**config.mk**
```make
export PLATFORM = sky130hd
export DESIGN_NAME = div_issuer
export DESIGN_NICKNAME = d
export VERILOG_FILES = /design/src/rtl/div_issuer.sv
export SDC_FILE = /design/constraint.sdc
export NUM_CORES = 1
export LEC_CHECK = 0
export ABC_AREA = 0
export CELL_PAD_IN_SITES_DETAIL_PLACEMENT = 1
export CELL_PAD_IN_SITES_GLOBAL_PLACEMENT = 2
export CORE_MARGIN = 1
export CORE_UTILIZATION = 45
export DETAILED_ROUTE_END_ITERATION = 8
export DONT_BUFFER_PORTS = 1
export PLACE_DENSITY_LB_ADDON = 0.25
export SYNTH_ARGS = -nofsm -noshare
export SYNTH_HDL_FRONTEND = slang
export SYNTH_SLANG_ARGS = --single-unit
```
**constraint.sdc**
```tcl
create_clock -name clk -period 4.4 [get_ports clk]
set_clock_uncertainty 0.05 [all_clocks]
set_input_delay 0.88 -clock clk [delete_from_list [all_inputs] [get_ports clk]]
set_output_delay 0.88 -clock clk [all_outputs]
set_load 0.05 [all_outputs]
```
**src/rtl/div_issuer.sv**
```systemverilog
// Purpose : in-order request sequencer feeding one shared fixed-point divider.
// Latency : push to response = divider latency + 3 cycles (empty FIFO, divider idle).
// Backpressure: req_ready = !full; a held response (rsp_ready=0) stalls issue while the FIFO fills.
//
// Ports
//   clk, reset                      : clock, synchronous active-high reset (shared with divider)
//   req_valid/req_ready             : request stream, payload req_dividend, req_divisor, req_tag
//   rsp_valid/rsp_ready             : response stream, payload rsp_quotient, rsp_tag,
//                                     rsp_div_by_zero, rsp_timeout
//   div_start/div_ready/div_valid   : divider handshake; div_dividend/div_divisor out, div_quotient in
//   busy                            : any request queued, in flight, or awaiting consumption

`ifndef WIDTH
`define WIDTH 16
`endif
`ifndef Q_BITS
`define Q_BITS 12
`endif

// Purpose : generic in-order FIFO, power-of-two depth, count register separates full/empty.
// Latency : data pushed at edge N is visible on pop_dat from N (fall-through head).
// Backpressure: push_rdy = !full; a pop in the same cycle does not free a slot for a push.
module div_issuer_fifo #(
  parameter int W     = 8,
  parameter int DEPTH = 4
) (
  input  logic         clk,
  input  logic         reset,
  input  logic         push_vld,
  output logic         push_rdy,
  input  logic [W-1:0] push_dat,
  output logic         pop_vld,
  input  logic         pop_rdy,
  output logic [W-1:0] pop_dat
);

  localparam int AW = (DEPTH > 2) ? $clog2(DEPTH) : 1;
  localparam int CW = $clog2(DEPTH + 1);

  logic [W-1:0]  mem [DEPTH];
  logic [AW-1:0] wr_ptr;
  logic [AW-1:0] rd_ptr;
  logic [CW-1:0] count;
  logic          do_push;
  logic          do_pop;

  assign push_rdy = (count != CW'(DEPTH));
  assign pop_vld  = (count != '0);
  assign do_push  = push_vld && push_rdy;
  assign do_pop   = pop_rdy && pop_vld;
  assign pop_dat  = mem[rd_ptr];

  // Pointers wrap naturally because DEPTH is a power of two.
  always_ff @(posedge clk) begin
    if (reset) begin
      wr_ptr <= '0;
      rd_ptr <= '0;
      count  <= '0;
    end else begin
      if (do_push) begin
        wr_ptr <= wr_ptr + 1'b1;
      end
      if (do_pop) begin
        rd_ptr <= rd_ptr + 1'b1;
      end
      if (do_push && !do_pop) begin
        count <= count + 1'b1;
      end else if (do_pop && !do_push) begin
        count <= count - 1'b1;
      end
    end
  end

  // Storage needs no reset: nothing is read while count is zero.
  always_ff @(posedge clk) begin
    if (do_push) begin
      mem[wr_ptr] <= push_dat;
    end
  end

endmodule

module div_issuer #(
  parameter int WIDTH   = `WIDTH,
  parameter int Q_BITS  = `Q_BITS,
  parameter int DEPTH   = 4,
  parameter int TAG_W   = 4,
  parameter int TIMEOUT = 64
) (
  input  logic             clk,
  input  logic             reset,
  input  logic             req_valid,
  output logic             req_ready,
  input  logic [WIDTH-1:0] req_dividend,
  input  logic [WIDTH-1:0] req_divisor,
  input  logic [TAG_W-1:0] req_tag,
  output logic             rsp_valid,
  input  logic             rsp_ready,
  output logic [WIDTH-1:0] rsp_quotient,
  output logic [TAG_W-1:0] rsp_tag,
  output logic             rsp_div_by_zero,
  output logic             rsp_timeout,
  output logic             div_start,
  input  logic             div_ready,
  input  logic             div_valid,
  output logic [WIDTH-1:0] div_dividend,
  output logic [WIDTH-1:0] div_divisor,
  input  logic [WIDTH-1:0] div_quotient,
  output logic             busy
);

  // Reject configurations the pointer arithmetic and the divider cannot support.
  if (Q_BITS >= WIDTH || DEPTH < 2 || (DEPTH & (DEPTH - 1)) != 0 || TIMEOUT < 1) begin : g_bad_cfg
    $error("div_issuer: illegal parameter combination");
  end

  localparam int TO_W = (TIMEOUT > 2) ? $clog2(TIMEOUT) : 1;
  localparam logic [TO_W-1:0] TO_LAST = TO_W'(TIMEOUT - 1);

  typedef struct packed {
    logic [TAG_W-1:0] tag;
    logic [WIDTH-1:0] dividend;
    logic [WIDTH-1:0] divisor;
  } req_t;

  typedef enum logic [1:0] {
    S_IDLE  = 2'd0,
    S_ISSUE = 2'd1,
    S_WAIT  = 2'd2
  } state_t;

  state_t           state;
  state_t           state_nxt;
  req_t             push_dat;
  req_t             head_dat;
  logic             fifo_vld;
  logic             fifo_rdy;
  logic             slot_free;
  logic             issue_go;
  logic             done_ok;
  logic             done_to;
  logic [TAG_W-1:0] cur_tag;
  logic [TO_W-1:0]  to_cnt;

  assign push_dat = '{tag: req_tag, dividend: req_dividend, divisor: req_divisor};

  div_issuer_fifo #(
    .W     ($bits(req_t)),
    .DEPTH (DEPTH)
  ) u_req_fifo (
    .clk      (clk),
    .reset    (reset),
    .push_vld (req_valid),
    .push_rdy (fifo_rdy),
    .push_dat (push_dat),
    .pop_vld  (fifo_vld),
    .pop_rdy  (issue_go),
    .pop_dat  (head_dat)
  );

  assign req_ready = fifo_rdy;

  // The response register is free this cycle if empty or being drained now;
  // this keeps back-to-back issue one cycle behind each capture.
  assign slot_free = !rsp_valid || rsp_ready;

  assign busy = fifo_vld || (state != S_IDLE) || rsp_valid;

  always_ff @(posedge clk) begin
    if (reset) begin
      state <= S_IDLE;
    end else begin
      state <= state_nxt;
    end
  end

  always_comb begin
    state_nxt = state;
    issue_go  = 1'b0;
    done_ok   = 1'b0;
    done_to   = 1'b0;
    case (state)
      S_IDLE: begin
        if (fifo_vld && div_ready && slot_free) begin
          issue_go  = 1'b1;
          state_nxt = S_ISSUE;
        end
      end
      S_ISSUE: begin
        state_nxt = S_WAIT;
      end
      S_WAIT: begin
        // A result arriving on the last permitted cycle still wins over timeout.
        if (div_valid) begin
          done_ok   = 1'b1;
          state_nxt = S_IDLE;
        end else if (to_cnt == TO_LAST) begin
          done_to   = 1'b1;
          state_nxt = S_IDLE;
        end
      end
      default: begin
        state_nxt = S_IDLE;
      end
    endcase
  end

  // Issue path: operands are loaded only on pop and held untouched until the
  // next pop, because the divider forms the result sign from its live inputs.
  always_ff @(posedge clk) begin
    if (reset) begin
      div_start    <= 1'b0;
      div_dividend <= '0;
      div_divisor  <= '0;
      cur_tag      <= '0;
      to_cnt       <= '0;
    end else begin
      div_start <= issue_go;
      if (issue_go) begin
        div_dividend <= head_dat.dividend;
        div_divisor  <= head_dat.divisor;
        cur_tag      <= head_dat.tag;
      end
      if (state == S_ISSUE) begin
        to_cnt <= '0;
      end else if (state == S_WAIT) begin
        to_cnt <= to_cnt + 1'b1;
      end
    end
  end

  // Response register. div_valid outside S_WAIT never reaches done_ok, so a
  // late result from an abandoned operation is dropped here.
  always_ff @(posedge clk) begin
    if (reset) begin
      rsp_valid       <= 1'b0;
      rsp_quotient    <= '0;
      rsp_tag         <= '0;
      rsp_div_by_zero <= 1'b0;
      rsp_timeout     <= 1'b0;
    end else if (done_ok) begin
      rsp_valid       <= 1'b1;
      rsp_quotient    <= div_quotient;
      rsp_tag         <= cur_tag;
      rsp_div_by_zero <= (div_divisor == '0);
      rsp_timeout     <= 1'b0;
    end else if (done_to) begin
      rsp_valid       <= 1'b1;
      rsp_quotient    <= '0;
      rsp_tag         <= cur_tag;
      rsp_div_by_zero <= 1'b0;
      rsp_timeout     <= 1'b1;
    end else if (rsp_valid && rsp_ready) begin
      rsp_valid <= 1'b0;
    end
  end

endmodule
```
# ---- After elaboration in Yosys (flattened, before gate mapping)
# Memory sizes are Yosys's and may differ from the RTL's. A register that Yosys moved wholly into a read port is not among the register bits.
# Cells that the tools add are included.
dict set report op_classes {
  n_eq_ne 6
  n_addsub 5
  n_reduce_logical 23
  mux 24
}
# op n
set ops {}
lappend ops {{16-bit two-way mux} 2}
lappend ops {{16-bit zero test} 1}
lappend ops {{1-bit two-way mux} 14}
lappend ops {{4-bit two-way mux} 2}
lappend ops {{1-bit logical AND} 7}
lappend ops {{6-bit by 1-bit adder with 6-bit output, second input constant} 1}
lappend ops {{6-bit == test, second input constant} 1}
lappend ops {{2-bit two-way mux} 3}
lappend ops {{3-bit two-way mux} 2}
lappend ops {{3-bit inequality test, second input constant} 2}
lappend ops {{2-bit case mux with 3 select lines} 1}
lappend ops {{2-bit nonzero test} 3}
lappend ops {{3-bit nonzero test} 2}
lappend ops {{2-bit by 1-bit adder with 2-bit output, second input constant} 2}
lappend ops {{2-bit OR reduction} 2}
lappend ops {{3-bit by 1-bit adder with 3-bit output, second input constant} 1}
lappend ops {{1-bit zero test} 3}
lappend ops {{1-bit logical OR} 3}
lappend ops {{3-bit by 1-bit subtractor with 3-bit output, second input constant} 1}
lappend ops {{2-bit by 1-bit == test with 1-bit output, second input constant} 1}
lappend ops {{2-bit == test, second input constant} 1}
lappend ops {{2-bit zero test} 1}
lappend ops {{2-bit inequality test, second input constant} 1}
lappend ops {{2-bit AND reduction} 1}
dict set report word_totals {
  output_inout_bits 58
  regBits 39
  word_cells 70
  ram_bits 144
  memories 1
  input_bits 58
}
# name depth word_bits rd rd_ports_with_merged_regs wr line
set mem_list {}
lappend mem_list {u_req_fifo.mem 4 36 1 1 1 40} ;# logic [W-1:0] mem [DEPTH];

# ---- Depth between registers and ports, before layout
# Gate-level depths: netlist of the first run.
dict set report depth {
  ltp_word 9
  depth_mapped 8
  ltp_nobuf 8
}

# ---- Hierarchy
# From an unflattened synthesis of the first run, not the netlist that was laid out.
dict set report hier_totals {
  hier_cells 519
  hier_area_um2 8333.0
}
# mod area_each_um2 instances seq_area_each_um2 cells_each
set modules_own_cells {}
lappend modules_own_cells {div_issuer_fifo 5714.2 1 4504.3 236}
lappend modules_own_cells {div_issuer 2618.8 1 1361.3 283}

# ---- Least setup slack after synthesis of the first run
# OpenSTA, ideal clock, no wires.
dict set report synth_timing {
  path_kind {flip-flop to output port}
  startpoint {register u_req_fifo.count[0]}
  endpoint {output port busy}
  path_slack_ps 1901
  t_arrival_ps 1569
  path_stages_with_launch 4
  t_required_ps 3470
  path_cell_list {dfxtp_1 > or3_4 > buf_6 > or4_1}
}
dict set report synth_via {
  elab_chain_cells 3
}
# item line
set synth_rtl {}
lappend synth_rtl {{start, declared} 43} ;# logic [CW-1:0] count;
lappend synth_rtl {{start signal, assigned} 67} ;# count <= count + 1'b1;
lappend synth_rtl {{start signal, assigned} 69} ;# count <= count - 1'b1;
lappend synth_rtl {{3-bit nonzero test} 48} ;# assign pop_vld = (count != '0);
lappend synth_rtl {{1-bit logical OR (2 in a row)} 167} ;# assign busy = fifo_vld || (state != S_IDLE) || rsp_valid;
lappend synth_rtl {{end, declared} 109} ;# output logic busy
# No other way between the ends.

# ---- Worst setup path after layout of the first run
# Ends and elaborated chain as after synthesis.

==> results of run 1 <==
==> power by group <==
| part | leakage, nW | switching [mW] | internal [mW] | total, mW |
|---|---|---|---|---|
| clock | 0.368 | 0.767 | 1.11 | 1.88 |
| sequential | 1.93 | 0.526 | 2.45 | 2.97 |
| combinational | 0.639 | 0.690 | 0.449 | 1.14 |
| total | 2.94 | 1.98 | 4.00 | 5.99 |
==> per-layer routing <==
layer  part of all wire  vias to the layer above  global-route usage
li1                   -                     2096                   -
met1               0.39                     2422               0.229
met2               0.51                      148               0.341
met3              0.073                       36              0.0526
met4              0.027                        0              0.0655
met5                  0                        -                   0
==> area by class of cell <==
| class | instances | area, um2 | share of cell area |
|---|---|---|---|
| Sequential cell | 219 | 5830 | 0.625 |
| Clock buffer | 32 | 694 | 0.0745 |
| Timing Repair Buffer | 4 | 30.0 | 0.00322 |
| Inverter | 8 | 30.0 | 0.00322 |
| Tap cell | 229 | 287 | 0.0307 |
| Clock inverter | 10 | 57.6 | 0.00617 |
| Multi-Input combinational cell | 255 | 2400 | 0.257 |
==> registers in the layout (all words and copies together), names as in the netlist, 3 cells and up <==
register          count
div_dividend         16
rsp_quotient         16
rsp_tag               4
cur_tag               4
to_cnt                6
div_divisor          16
u_req_fifo.mem      144
u_req_fifo.count      3
==> cell usage in the layout, fill, tap and decap left out, drive strengths merged, types with 2 or more instances in the layout <==
cell	netlist	final
dfxtp	75	75
mux4	36	36
xor2	3	3
nor2b	3	3
nor3b	2	2
a32o	17	17
nor3	2	2
nor4	4	4
nand4	38	38
or4	3	3
clkinv	1	8
o21ai	4	4
buf	28	4
o31ai	38	38
nor2	10	10
nand3	5	5
or3	3	3
mux2i	5	5
ha	6	6
clkbuf	14	32
mux2	2	2
inv	7	8
clkinvlp	0	2
nand2	12	12
and3	4	4
edfxtp	144	144
a21oi	45	45
nand2b	2	2
==> how the worst min path moves through the flow <==
| stage | from | to | slack [ns] | depth (start not counted) |
|---|---|---|---|---|
| 2_1_floorplan | cur_tag[3]$_SDFFE_PP0N_ | rsp_tag[3]$_SDFFE_PP0P_ | 0.39 | 2 |
| 3_3_place_gp | cur_tag[1]$_SDFFE_PP0N_ | rsp_tag[1]$_SDFFE_PP0P_ | 0.41 | 2 |
| 3_5_place_dp | cur_tag[1]$_SDFFE_PP0N_ | rsp_tag[1]$_SDFFE_PP0P_ | 0.41 | 2 |
| 4_1_cts | reset | rsp_valid$_SDFFE_PP0P_ | 0.38 | 1 |
| 5_1_grt | reset | rsp_valid$_SDFFE_PP0P_ | 0.38 | 1 |
| 6_report | reset | rsp_valid$_SDFFE_PP0P_ | 0.39 | 1 |
==> kinds of logic (layout without fill, tap and decap cells) <==
| family | after synthesis | after routing | share of synthesized area |
|---|---|---|---|
| flip-flops | 219 | 219 | 0.686 |
| AO/OA/AOI/OAI | 108 | 108 | 0.0948 |
| AND/OR/NAND/NOR | 93 | 93 | 0.0660 |
| buffers and inverters | 50 | 54 | 0.0333 |
| multiplexers | 43 | 43 | 0.104 |
| adder cells (fa/ha/maj) | 7 | 7 | 0.0112 |
| XOR/XNOR | 4 | 4 | 0.00413 |
==> worst max-delay path, cell delays in order (launching register included) <==
cell	delay [ns]
dfxtp_1	0.39
or3_4	0.63
or4_1	0.74
==> through the flow <==
step                total power, mW  instances  utilization  hold slack, ns
finish                         5.99        757        0.512           0.388
global route                   6.24        757        0.512           0.375
CTS                            6.06        757        0.512           0.377
detailed placement             4.18        715        0.471           0.411
global placement               4.13        715        0.471           0.408
floorplan                      3.89        524            -           0.385
==> metrics.txt, run 1 <==
status completed; post-route setup TNS 0 ns; 1st-pass router iterations 5; 1st-iter DRT viols ~360; Routed WL 18,500 um; Final min period 3.20 ns; Post-layout nets 576; Finished Cell Area between 9000 and 10,000 um2; Congestion Overflow GR 0; top post-synthesis cells by area edfxtp_1 51%, dfxtp_1 18%, mux4_2 9.6%; Hold Vio Cnt, Final 0; fin crit share 0.727; syn_nets 589; Post-Place Worst Slack 1.43 ns; Port Buffers 0; Crit Path Max Fanout 39; Final ANT Viol Nets 0; post-cts resize count 0; ys flop type edfxtp_1; latest clock arrival within the worst-skew pair 0.50 ns; peak supply drop ~400 uV; number of global-route vias before repair 5,083; Post-Synthesis Cell Area 8490 um2; row cnt ~50; power per cell area 642 nW/um2; vias post-DR 4,702; clock sinks 219; Final WS setup 1.20 ns; P&R area growth vs syn 9.88%; Starting Density 0.466; critical setup path kind reg -> out; full die area roughly 19,000 um2; final setup fails 0; CP startpoint kind flop; r2r endpoint u_req_fifo.count[2]$_SDFFE_PP0P_; RD Place Congestion around 0.74; Critical Path Sink Type output pin; hold buffer count at cts 0; first-pass GRT wire length between 20,000 and 30,000 um; FF-to-FF path depth 9; Worst Max-Slew Pin Slew 1.18 ns; DRC viols 0; Max Freq 313 MHz; WP data required between 3 and 4 ns; Final Max Slew Viols 0; clk root buf clkbuf_16; most common cell in the netlist edfxtp_1; max-cap viol count 0; share of cells above drive strength 1 0.201; Async SR Flop Fraction 0; Leak 2.94 nW; Worst R2R Setup Slack 1.66 ns; filler cell count 1,681; # diodes 0; CTS tree yes; Post-DP HPWL 11,100 um; Post-Synthesis Cells 524; CP endpoint busy; Die H 139 um; Inserted Clock Buffers 23; Cell variety after synth 44; Synth area leader edfxtp_1; reg2reg start rsp_valid$_SDFFE_PP0P_; Warnings, synthesis 0; H-tree Lvls 1; GR Util All Layers 0.194; setup bufs post-CTS 0; vias per cell 6.21; Core Area 18,200 um2; Commonest cells post-synth 144 x edfxtp_1, 75 x dfxtp_1, 45 x a21oi_1, 38 x nand4_1, 36 x mux4_2; clk slew on worst S/H paths 0.06 ns; headroom to the max-slew limit 0.209; post-synth top area share 0.510; Die Wd 139 um; Hold WC Path Type in -> reg; initial antenna violation count 0; EDFF count, synth 144; largest net degree at the start of global routing 52; Placement Cell Area 8570 um2; CTS Buffer Depth 3; Seq cells post-synth 219; mean area per synthesized cell 16.2 um2; RSZ-0062 raised after global routing no; WL/cell 24.4 um; Ports ~120; Seq/Total Area, Yosys 0.686; Worst Setup SP u_req_fifo.count[0]$_SDFFE_PP0P_; Arrival @ worst endpoint 2.27 ns
No activity file was read; power rests on OpenSTA's default activity.
==> run 2, diff against run 1 <==
--- a/config.mk
+++ b/config.mk
@@ -9,7 +9,7 @@
 export CELL_PAD_IN_SITES_DETAIL_PLACEMENT = 1
 export CELL_PAD_IN_SITES_GLOBAL_PLACEMENT = 2
 export CORE_MARGIN = 1
-export CORE_UTILIZATION = 45
+export CORE_UTILIZATION = 41
 export DETAILED_ROUTE_END_ITERATION = 8
 export DONT_BUFFER_PORTS = 1
 export PLACE_DENSITY_LB_ADDON = 0.25
==> constraint.sdc (replaced) <==
create_clock -name clk -period 2.63 [get_ports clk]
set_clock_uncertainty 0.05 [all_clocks]
set_input_delay 0.526 -clock clk [delete_from_list [all_inputs] [get_ports clk]]
set_output_delay 0.526 -clock clk [all_outputs]
set_load 0.05 [all_outputs]
==> run 2 against run 1 <==
  * Flip-flop and latch count unchanged
  * Largest cell class unchanged
  * First-iteration DRC count shrank 26%
  * Routed wire length grew 6.9%
  * Global-route usage decreased by 0.53 points
  * Total power is 72% higher
==> metrics.txt, run 2 (synthesis gave the netlist of run 1 again) <==
Post-layout nets 591 (+2.6%); max-cap viol count 0 (unchanged); 1st-iter DRT viols 265 (-26%); Ports 116 (unchanged); Die Wd 146 um (+4.7%); Hold Vio Cnt, Final 0 (unchanged); filler cell count 1,918 (+14%); initial antenna violation count 0 (unchanged); Hold WC Path Type in -> reg; GR Util All Layers 0.189 (-0.00529); peak supply drop 568 uV (+43%); first-pass GRT wire length 30,600 um (+6.6%); Worst R2R Setup Slack 0.32 ns (-1.34 ns); Congestion Overflow GR 0 (unchanged); most common cell after layout, fill and taps aside edfxtp_1; status completed; FF-to-FF path depth 8 (-1); Core Area 20,200 um2 (+11%); power per cell area 1080 nW/um2 (+68%); Max Freq 409 MHz; r2r endpoint u_req_fifo.count[2]$_SDFFE_PP0P_; share of cells above drive strength 1 0.219 (+0.0180); clock sinks 219 (unchanged); RSZ-0062 raised after global routing no; Leak 3.03 nW (+3.0%); critical setup path kind reg -> out; Inserted Clock Buffers 24 (+4.3%); CTS Buffer Depth 3 (unchanged); Placed Cells 770 (+7.7%); H-tree Lvls 1 (unchanged); headroom to the max-slew limit 0.294 (+0.0849); Final ANT Viol Nets 0 (unchanged); max reg flops 144 (unchanged); Die H 146 um (+4.7%); Starting Density 0.419 (-0.0467); total power 10.3 mW (+72%); vias per cell 5.83 (-6.1%); Port Buffers 0 (unchanged); 1st-pass router iterations 4 (-1); largest net degree at the start of global routing 52 (unchanged); reg2reg start u_req_fifo.count[0]$_SDFFE_PP0P_; WL/cell 24.3 um (-0.60%); row cnt 52 (+6.1%); fin crit share 0.930; Critical Path Sink Type output pin; DRC viols 0 (unchanged); most frequent cells in the layout 144 x edfxtp_1, 73 x dfxtp_1, 45 x a21oi_1, 38 x nand4_1, 36 x mux4_2; WP data required 2.05 ns (-1.42 ns); final setup fails 0 (unchanged); RD Place Congestion 0.734 (-0.61%); Crit Path Max Fanout 5 (-87%); clk slew on worst S/H paths 0.06 ns (about the same); vias post-DR 4,746 (+0.94%); fin cells 814 (+7.5%); number of global-route vias before repair 5,207 (+2.4%); CP endpoint busy; CTS tree yes; latest clock arrival within the worst-skew pair 0.52 ns (+0.02 ns); clk root buf clkbuf_16; full die area 21,300 um2 (+9.6%); Final Max Slew Viols 0 (unchanged); # diodes 0 (unchanged); post-route setup TNS 0 ns (unchanged); Post-DP HPWL 11,600 um (+5.1%); Arrival @ worst endpoint 1.87 ns (-0.40 ns); Routed WL 19,800 um (+6.9%); Worst Setup SP u_req_fifo.count[0]$_SDFFE_PP0P_; Worst Max-Slew Pin Slew 1.06 ns (-0.125 ns); register bank with the most flops u_req_fifo.mem; Final min period 2.45 ns; CP startpoint kind flop; P&R area growth vs syn 12.6%
[run 2: cell types whose count changed in the layout (fill, tap and decap cells not counted), sizes merged]
cell      previous run  this run
buf                  4        18
clkbuf              32        40
clkinv               8         4
clkinvlp             2         1
inv                  8         7
[run 2: through the flow]
step                utilization  area (um2)  setup slack [ns]  hold slack (ns)
floorplan                     -        8490             0.210            0.385
finish                    0.472        9550             0.185           0.0291
CTS                       0.472        9550            0.0112           0.0136
detailed placement        0.434        8780             0.310            0.410
global placement          0.434        8780             0.405            0.399
global route              0.472        9550            0.0567          0.00850
[run 2: worst max-delay path, cell delays in order, from the launching register on]
cell	delay, ns
dfxtp_1	0.39
or3_4	0.42
or4_4	0.54
[run 2: what timing repair did]
item | CTS | global route
resized for setup | 0 | 1
endpoints found under the setup margin | 0 | 1
buffers inserted | 0 | 0
hold buffers | 0 | 0
[run 2: how the worst min path moves through the flow]
stage                             from                               end  slack [ns]  depth (start not counted)
5_1_grt                          reset       div_divisor[4]$_SDFFE_PP0N_       0.009                          1
3_5_place_dp   cur_tag[3]$_SDFFE_PP0N_           rsp_tag[3]$_SDFFE_PP0P_        0.41                          2
4_1_cts                          reset       div_divisor[0]$_SDFFE_PP0N_        0.01                          1
3_3_place_gp   cur_tag[3]$_SDFFE_PP0N_           rsp_tag[3]$_SDFFE_PP0P_        0.40                          2
6_report                         reset  u_req_fifo.count[2]$_SDFFE_PP0P_        0.03                          1
2_1_floorplan  cur_tag[3]$_SDFFE_PP0N_           rsp_tag[3]$_SDFFE_PP0P_        0.39                          2
[run 2: power by group]
part | switching (mW) | total [mW] | internal [mW]
clock | 1.30 | 3.21 | 1.91
sequential | 0.730 | 4.82 | 4.09
combinational | 1.38 | 2.26 | 0.880
total | 3.41 | 10.3 | 6.89
[run 2: layout make-up]
| type | count | area [um2] | share of cell area |
|---|---|---|---|
| repair buffers | 18 | 185 | 0.0194 |
| clock buffers | 40 | 737 | 0.0771 |
| inverters | 8 | 30.0 | 0.00314 |
| flip-flops and latches | 219 | 5830 | 0.610 |
| multi-input cells | 255 | 2400 | 0.251 |
| well taps | 270 | 338 | 0.0354 |
| clock inverters | 4 | 33.8 | 0.00354 |
[run 2: per-layer routing]
layer,track usage,part of all wire,up-vias
met5,0,0,-
met4,0.0579,0.024,0
met3,0.0549,0.081,39
met2,0.334,0.50,167
met1,0.220,0.39,2418
li1,-,-,2122
